--- config.mk ---
export PLATFORM = sky130hd
export DESIGN_NAME = timer_down60
export DESIGN_NICKNAME = d
export VERILOG_FILES = /design/src/rtl/timer_down60.sv
export SDC_FILE = /design/constraint.sdc
export NUM_CORES = 1
export LEC_CHECK = 0
export CORE_MARGIN = 1.5
export CORE_UTILIZATION = 50
export DETAILED_ROUTE_END_ITERATION = 10
export PLACE_DENSITY = 0.7
export SETUP_SLACK_MARGIN = 0.1
export SKIP_CTS_REPAIR_TIMING = 1
export SLEW_MARGIN = 20
export SYNTH_ARGS = -nofsm -noshare
export SYNTH_HDL_FRONTEND = slang
export SYNTH_SLANG_ARGS = --single-unit
--- constraint.sdc ---
create_clock -name CLK -period 2.1 [get_ports CLK]
set_input_delay 0.42 -clock CLK [delete_from_list [all_inputs] [get_ports CLK]]
set_output_delay 0.42 -clock CLK [all_outputs]
set_load 0.005 [all_outputs]
--- src/rtl/timer_down60.sv ---
// timer_down60 -- MM:SS BCD countdown timer (00:00 .. 59:59).
//
// Each field is a mod-60 BCD down-counter with a borrow chain
// SL -> SH -> ML -> MH. An internal prescaler derives the one-second tick.
// A STOP/RUN/ALARM state machine sequences the count. Reaching 00:00 while
// running raises ALARM. ALARM clears itself after ALARM_SEC seconds, or
// earlier when acknowledged with START or STOP.
//
// Ports:
//   CLK                 system clock, all state updates on posedge
//   RST                 asynchronous active-high reset
//   CLR                 synchronous load of LD_* (saturated to BCD), forces STOP
//   START               level request to run (ignored at 00:00)
//   STOP                level request to halt / acknowledge alarm
//   DEC                 manual one-second decrement, STOP state only
//   LD_MH/LD_ML/LD_SH/LD_SL   preset digits
//   MH/ML/SH/SL         current BCD digits
//   RUN / ALARM         decoded from the registered state
//   ZERO                registered one-cycle pulse on the RUN -> ALARM transition
module timer_down60 #(
    parameter int PRESCALE  = 50000000,
    parameter int ALARM_SEC = 5
) (
    input  logic       CLK,
    input  logic       RST,
    input  logic       CLR,
    input  logic       START,
    input  logic       STOP,
    input  logic       DEC,
    input  logic [2:0] LD_MH,
    input  logic [3:0] LD_ML,
    input  logic [2:0] LD_SH,
    input  logic [3:0] LD_SL,
    output logic [2:0] MH,
    output logic [3:0] ML,
    output logic [2:0] SH,
    output logic [3:0] SL,
    output logic       RUN,
    output logic       ALARM,
    output logic       ZERO
);

    localparam int PW = (PRESCALE > 1) ? $clog2(PRESCALE) : 1;
    localparam int AW = (ALARM_SEC > 0) ? $clog2(ALARM_SEC + 1) : 1;

    localparam logic [PW-1:0] PRESC_MAX = PW'(PRESCALE - 1);
    localparam logic [PW-1:0] PRESC_ONE = PW'(1);
    localparam logic [AW-1:0] ACNT_END  = AW'(ALARM_SEC);
    localparam logic [AW-1:0] ACNT_ONE  = AW'(1);

    typedef enum logic [1:0] {
        S_STOP  = 2'd0,
        S_RUN   = 2'd1,
        S_ALARM = 2'd2
    } state_t;

    // Digits packed as {mh[13:11], ml[10:7], sh[6:4], sl[3:0]}.
    logic [13:0]   digits_q, digits_nx, digits_dec;
    logic [PW-1:0] presc_q, presc_nx;
    logic [AW-1:0] acnt_q, acnt_nx;
    state_t        state_q, state_nx;
    logic          zero_q, zero_nx;
    logic          tick;
    logic          at_zero;

    // Clamp a units digit into 0..9.
    function automatic logic [3:0] sat_units(input logic [3:0] v);
        return (v > 4'd9) ? 4'd9 : v;
    endfunction

    // Clamp a tens digit into 0..5.
    function automatic logic [2:0] sat_tens(input logic [2:0] v);
        return (v > 3'd5) ? 3'd5 : v;
    endfunction

    // One-second decrement with borrow; 00:00 wraps to 59:59.
    function automatic logic [13:0] dec_time(input logic [13:0] t);
        logic [2:0] mh, sh;
        logic [3:0] ml, sl;
        mh = t[13:11];
        ml = t[10:7];
        sh = t[6:4];
        sl = t[3:0];
        if (sl != 4'd0) begin
            sl = sl - 4'd1;
        end else begin
            sl = 4'd9;
            if (sh != 3'd0) begin
                sh = sh - 3'd1;
            end else begin
                sh = 3'd5;
                if (ml != 4'd0) begin
                    ml = ml - 4'd1;
                end else begin
                    ml = 4'd9;
                    mh = (mh != 3'd0) ? mh - 3'd1 : 3'd5;
                end
            end
        end
        return {mh, ml, sh, sl};
    endfunction

    assign digits_dec = dec_time(digits_q);
    assign tick       = (presc_q == PRESC_MAX);
    assign at_zero    = (digits_q == 14'd0);

    always_ff @(posedge CLK or posedge RST) begin
        if (RST) begin
            state_q  <= S_STOP;
            digits_q <= '0;
            presc_q  <= '0;
            acnt_q   <= '0;
            zero_q   <= 1'b0;
        end else begin
            state_q  <= state_nx;
            digits_q <= digits_nx;
            presc_q  <= presc_nx;
            acnt_q   <= acnt_nx;
            zero_q   <= zero_nx;
        end
    end

    always_comb begin
        state_nx  = state_q;
        digits_nx = digits_q;
        presc_nx  = presc_q;
        acnt_nx   = acnt_q;
        zero_nx   = 1'b0;

        if (CLR) begin
            digits_nx = {sat_tens(LD_MH), sat_units(LD_ML),
                         sat_tens(LD_SH), sat_units(LD_SL)};
            state_nx  = S_STOP;
            presc_nx  = '0;
            acnt_nx   = '0;
        end else begin
            case (state_q)
                S_STOP: begin
                    // Prescaler idles at zero so RUN always starts with a full second.
                    presc_nx = '0;
                    acnt_nx  = '0;
                    if (!STOP && START && !at_zero) begin
                        state_nx = S_RUN;
                    end else if (DEC) begin
                        digits_nx = digits_dec;
                    end
                end
                S_RUN: begin
                    if (STOP) begin
                        // Pause: the partial second is discarded.
                        state_nx = S_STOP;
                        presc_nx = '0;
                    end else if (tick) begin
                        presc_nx  = '0;
                        digits_nx = digits_dec;
                        if (digits_dec == 14'd0) begin
                            state_nx = S_ALARM;
                            zero_nx  = 1'b1;
                            acnt_nx  = '0;
                        end
                    end else begin
                        presc_nx = presc_q + PRESC_ONE;
                    end
                end
                S_ALARM: begin
                    if (STOP || START) begin
                        state_nx = S_STOP;
                        presc_nx = '0;
                        acnt_nx  = '0;
                    end else if (tick) begin
                        presc_nx = '0;
                        if ((acnt_q + ACNT_ONE) == ACNT_END) begin
                            state_nx = S_STOP;
                            acnt_nx  = '0;
                        end else begin
                            acnt_nx = acnt_q + ACNT_ONE;
                        end
                    end else begin
                        presc_nx = presc_q + PRESC_ONE;
                    end
                end
                default: begin
                    state_nx = S_STOP;
                    presc_nx = '0;
                    acnt_nx  = '0;
                end
            endcase
        end
    end

    assign MH    = digits_q[13:11];
    assign ML    = digits_q[10:7];
    assign SH    = digits_q[6:4];
    assign SL    = digits_q[3:0];
    assign RUN   = (state_q == S_RUN);
    assign ALARM = (state_q == S_ALARM);
    assign ZERO  = zero_q;

endmodule
# Word level (Yosys, flattened, before mapping)
# Index checks and enable logic that the tools add are counted.
[word_totals]
mem_bits_ro = 0
latch_bits = 0
register_bits = 46
mem_count = 0
mem_bits_rw = 0
[classes]
n_div = 0
add_sub_neg = 6
n_shift = 0
mux = 47
n_mul = 0
bitwise = 0
n_reduce_logical = 16
magnitude_cmp = 4
eq_ne = 14
[ops]
columns = ["op", "n"]
rows = [
  ["2-to-1 mux 26 bit", 4],
  ["2-to-1 mux 14 bit", 5],
  ["case mux 26 bit (2 select lines)", 1],
  ["2-to-1 mux 3 bit", 15],
  ["logical NOT 14 bit", 2],
  ["case mux 14 bit (2 select lines)", 1],
  ["adder 26 x 1 -> 26 bit, second input constant", 1],
  ["equality test 26 bit, second input constant", 1],
  ["2-to-1 mux 4 bit", 6],
  ["2-to-1 mux 2 bit", 8],
  ["inequality test 3 bit, second input constant", 4],
  ["AND reduction 5 bit", 2],
  ["nonzero test 3 bit", 3],
  ["greater-than comparator 4 bit, second input constant", 2],
  ["inequality test 4 x 2 -> 1 bit, second input constant", 2],
  ["inequality test 4 x 3 -> 1 bit, second input constant", 2],
  ["nonzero test 4 bit", 2],
  ["subtractor 4 x 1 -> 4 bit, second input constant", 2],
  ["greater-than comparator 3 bit, second input constant", 2],
  ["inequality test 3 x 2 -> 1 bit, second input constant", 2],
  ["case mux 2 bit (3 select lines)", 1],
  ["case mux 3 bit (2 select lines)", 1],
  ["subtractor 3 x 1 -> 3 bit, second input constant", 2],
  ["2-to-1 mux 1 bit", 5],
  ["other kinds (9)", 11],
]

# Depth between registers and ports, before layout
[depth]
ltp_word = 11
mapped_depth = 8
depth_no_buf = 8

# Worst setup path after synthesis
# No wires, ideal clock.
[synth_path]
path_kind = "register to register"
from = "reg presc_q[0]"
to = "reg presc_q[24]"
slack_ns = 0.250
stages_incl_launch_ff = 7
arrival_time_ns = 1.773
setup_time_ns = 0.078
path_buffers = 0
path_cell_list = "dfrtp_1 -> ha_1 -> nand4_1 -> nor4_2 -> nand4_2 -> or3_1 -> a21oi_1"
[synth_via]
elab_chain_cells = 5
elab_cells_between_ends = 7
[synth_lines]
columns = ["item", "line_no", "text"]
rows = [
  ["start, declared", "59", "logic [PW-1:0] presc_q, presc_nx;"],
  ["start signal, assigned", "117", "presc_q <= presc_nx;"],
  ["adder 26 x 1 -> 26 bit or equality test 26 bit (tied branches)", "162, 179, 104", ""],
  ["2-to-1 mux 26 bit *", "153, 170", ""],
  ["2-to-1 mux 26 bit (on tied branches)", "166, 149", ""],
  ["case mux 26 bit (2 select lines) *", "137", "case (state_q)"],
  ["2-to-1 mux 26 bit *", "130", "if (CLR) begin"],
  ["named net presc_nx[24]", "59", ""],
]
# Mark *: on every way through the listed nets, which the timed path passes. The rest lies on a longest branch.
# A chain may end at the register's enable or synchronous reset.

# Final worst setup path
[layout_path]
from = "reg presc_q[9]"
to = "reg digits_q[7]"
[layout_via]
elab_chain_cells = 3
[layout_lines]
columns = ["item", "line_no", "text"]
rows = [
  ["equality test 26 bit", "104", "assign tick = (presc_q == PRESC_MAX);"],
  ["inequality test 3 x 2 -> 1 bit (no source line)", "n/a", ""],
  ["AND reduction 5 bit (no source line)", "n/a", ""],
  ["end signal, assigned", "116", "digits_q <= digits_nx;"],
  ["end, declared", "58", "logic [13:0] digits_q, digits_nx, digits_dec;"],
]
# Every way passes these cells.

==> impl_metrics.ini <==
[status]
status = finished, final reports clean

[power]
total_power_w = 0.002706
max-vdd-ir-drop_v = 0.0004387
pwr-share-clk_pct = 21.1
pwr-share-comb_pct = 38.3
pwr_density_cell_mw_per_mm2 = 734.0
p_sw_w = 0.0008901
p_leak_nw = 1.526
p_sw_share_pct = 32.90
p_int_w = 0.001815
p_seq_share_pct = 40.7

[critical_path]
start_kind = flop
arrival_ns = 2.14
path_delay_family = simple AND/OR/NAND/NOR gates
rrSetupSlack_ns = 0.19
r2r-start = presc_q[9]
r2r_end = digits_q[7]
worst-setup-path-type = reg2reg
rr_worst_depth = 6
end_kind = flop
crit_slowest_cell = or4_1
slowest_delay_ns = 0.48
path_buf_inv = 0
path_cells = nor4b_2 > and4_1 > nand4b_1 > o2bb2ai_2 > or4_1 > nand4_1
worstPathMaxFanout = 3
required_ns = 2.33

[cells_and_area]
drive_above_1_share_pct = 19.79
nets = 412
antenna-diode-count = 0
finalNonFillerCells = 454
area_growth_pct = 33.36

[global_route]
grt_pass1_vias = 2415
grt_max_degree = 28
grt_use_total_pct = 22.01
grt_overflow = 0
antenna_found_initial = 0
grt_pass1_wl_mm = 10.65

[timing]
worst_pin_slew_ns = 0.4374
finalWorstSetupSlack_ns = 0.1935
slew_headroom_pct = 70.80
skew_ns = 0.01241
timing.final.crit_share_pct = 90.78
hold_viol = 0
timing.final.crit_period_ns = 1.906
hold_slack_ns = 0.4437
finalSetupTns_ns = 0
rsz0062_at_grt = false
drv_slew = 0
fmax_mhz = 524.5
report.final.setup_viol = 0

[yosys]
ys.flop_type = dfrtp_1
synthTopCellsByArea = dfrtp_1, nor2_1, xor2_1
yosysSeqAreaShare_pct = 41.65
synth_cell_types = 60
syn_inst = 310
async_flop_share_pct = 100.0
synth_area_leader_cell = dfrtp_1
postSynthAreaPerCell_um2 = 8.916
yosysWarningCount = 0
synth.most_common_cell = nor2_1
synth_common_cells = nor2_1, dfrtp_1, nand2_1
syn_nets = 339
yosys.area.top_type_share_pct = 41.65
synth-edff-count = 0
ys_ff_latch = 46
synthesis.area_mm2 = 0.002764

[clock_network]
insertion_delay_ns = 0.30
clock_sinks = 46
cts_root_buf = clkbuf_8
clk_pin_slew_ns = 0.09
cts_buffers = 5
cts_max_level = 2
clk_path_buf_depth = 2
cts_tree = done

[detailed_routing]
vias = 2505
top_layer = met4
route.met2.wl_mm = 3.107
wl_met3_um = 197
wl_met1_mm = 2.923
via_per_inst = 5.518
ant_nets = 0
drtIter0Drc = 104
routed_wl_mm = 6.287
drc_errors = 0
dr.pass1.iters = 4
routedWlPerCell_um = 13.85

[place]
placed_cells = 442
gp_congestion = 0.8026
dp_hpwl_mm = 4.571
post-place-ws_ns = 0.06113
port_buffers = 36

[floorplanning]
rows = 26
die_area_mm2 = 0.005983
start_util_pct = 53.10
fp.coreArea_mm2 = 0.005205
die_y_um = 77.35
die_x_um = 77.35
num_io_pins = 37

[min_path]
hold_class = in2async

[flow_run]
max_cap_viol_count = 0
## worst register-to-register path, delay by kind of cell, from the launching register on
kind | cells | cell delay [ns]
compound gates | 1 | 0.16
simple gates | 5 | 1.24
flops | 1 | 0.43
## cells by family (layout without fill, tap and decap cells)
family,after synthesis,count (layout),synth area share (%)
AO/OA/AOI/OAI,59,59,14.26
XOR/XNOR,24,24,7.606
adder cells (fa/ha/maj),9,9,4.074
buffers and inverters,26,100,3.893
flip-flops,46,46,41.65
multiplexers,2,2,0.7243
AND/OR/NAND/NOR,144,144,27.80
## cell type report
cell class,instances,area [um^2]
Clock buffer,6,82.58
Clock inverter,2,12.51
Tap cell,70,87.58
Sequential cell,46,1154
Multi-Input combinational cell,238,1600
Timing Repair Buffer,76,689.4
Inverter,16,60.06
Fill cell,428,1519
## power by group through the flow
stage | Combinational [W] | Clock (W) | Sequential [W]
after floorplan | 0.000413 | 0 | 0.00115
after global placement | 0.000969 | 0 | 0.00109
after detailed placement | 0.000980 | 0 | 0.00110
after CTS | 0.000984 | 0.000591 | 0.00108
after global routing | 0.00115 | 0.000617 | 0.00112
final | 0.00104 | 0.000570 | 0.00110
## registers in the layout, summed over array words and instances, names as in the netlist
register / flops
presc_q: 26
digits_q: 14
acnt_q: 3
state_q: 2
ZERO: 1
## layout by cell type (no fill, tap or decap), drive strengths merged, types with 2 or more instances in the layout
cell           netlist  routed
a21oi                7       7
a22oi                2       2
a31oi                3       3
and3                 4       4
and4                 4       4
buf                  3      40
clkbuf               7       6
clkdlybuf4s50        0      36
dfrtp               46      46
ha                   9       9
inv                 16      16
mux2i                2       2
nand2               21      21
nand2b               3       3
nand3               16      16
nand4                9       9
nand4b               2       2
nor2                55      55
nor2b                4       4
nor3                12      12
nor4                 4       4
nor4b                3       3
o21a                 3       3
o21ai               23      23
o41ai                3       3
or3                  2       2
xnor2                9       9
xor2                15      15
## worst max path at each step
stage	from	slack [ns]	cells past startpoint	to
4_1_cts	state_q[1]	0.08	3	RUN
3_5_place_dp	STOP	0.06	7	digits_q[3]
2_1_floorplan	presc_q[0]	0.25	6	presc_q[24]
5_1_grt	presc_q[9]	0.09	7	digits_q[4]
6_report	presc_q[9]	0.19	6	digits_q[7]
3_3_place_gp	STOP	0.07	7	digits_q[3]
## through the flow
stage | util, % | cell area (um^2)
final | 70.82 | 3686
after global routing | 70.82 | 3686
after CTS | 68.29 | 3555
after detailed placement | 66.47 | 3460
after global placement | 66.47 | 3460
after floorplan | - | 2764
## routing by layer
| layer | vias to the layer above | track usage [%] |
|---|---|---|
| met2 | 34 | 37.11 |
| met3 | 6 | 4.706 |
| met5 | - | 0 |
| met4 | 0 | 6.545 |
| met1 | 1218 | 28.40 |
| li1 | 1247 | - |
Note: power is estimated with default switching activity, not from simulation.
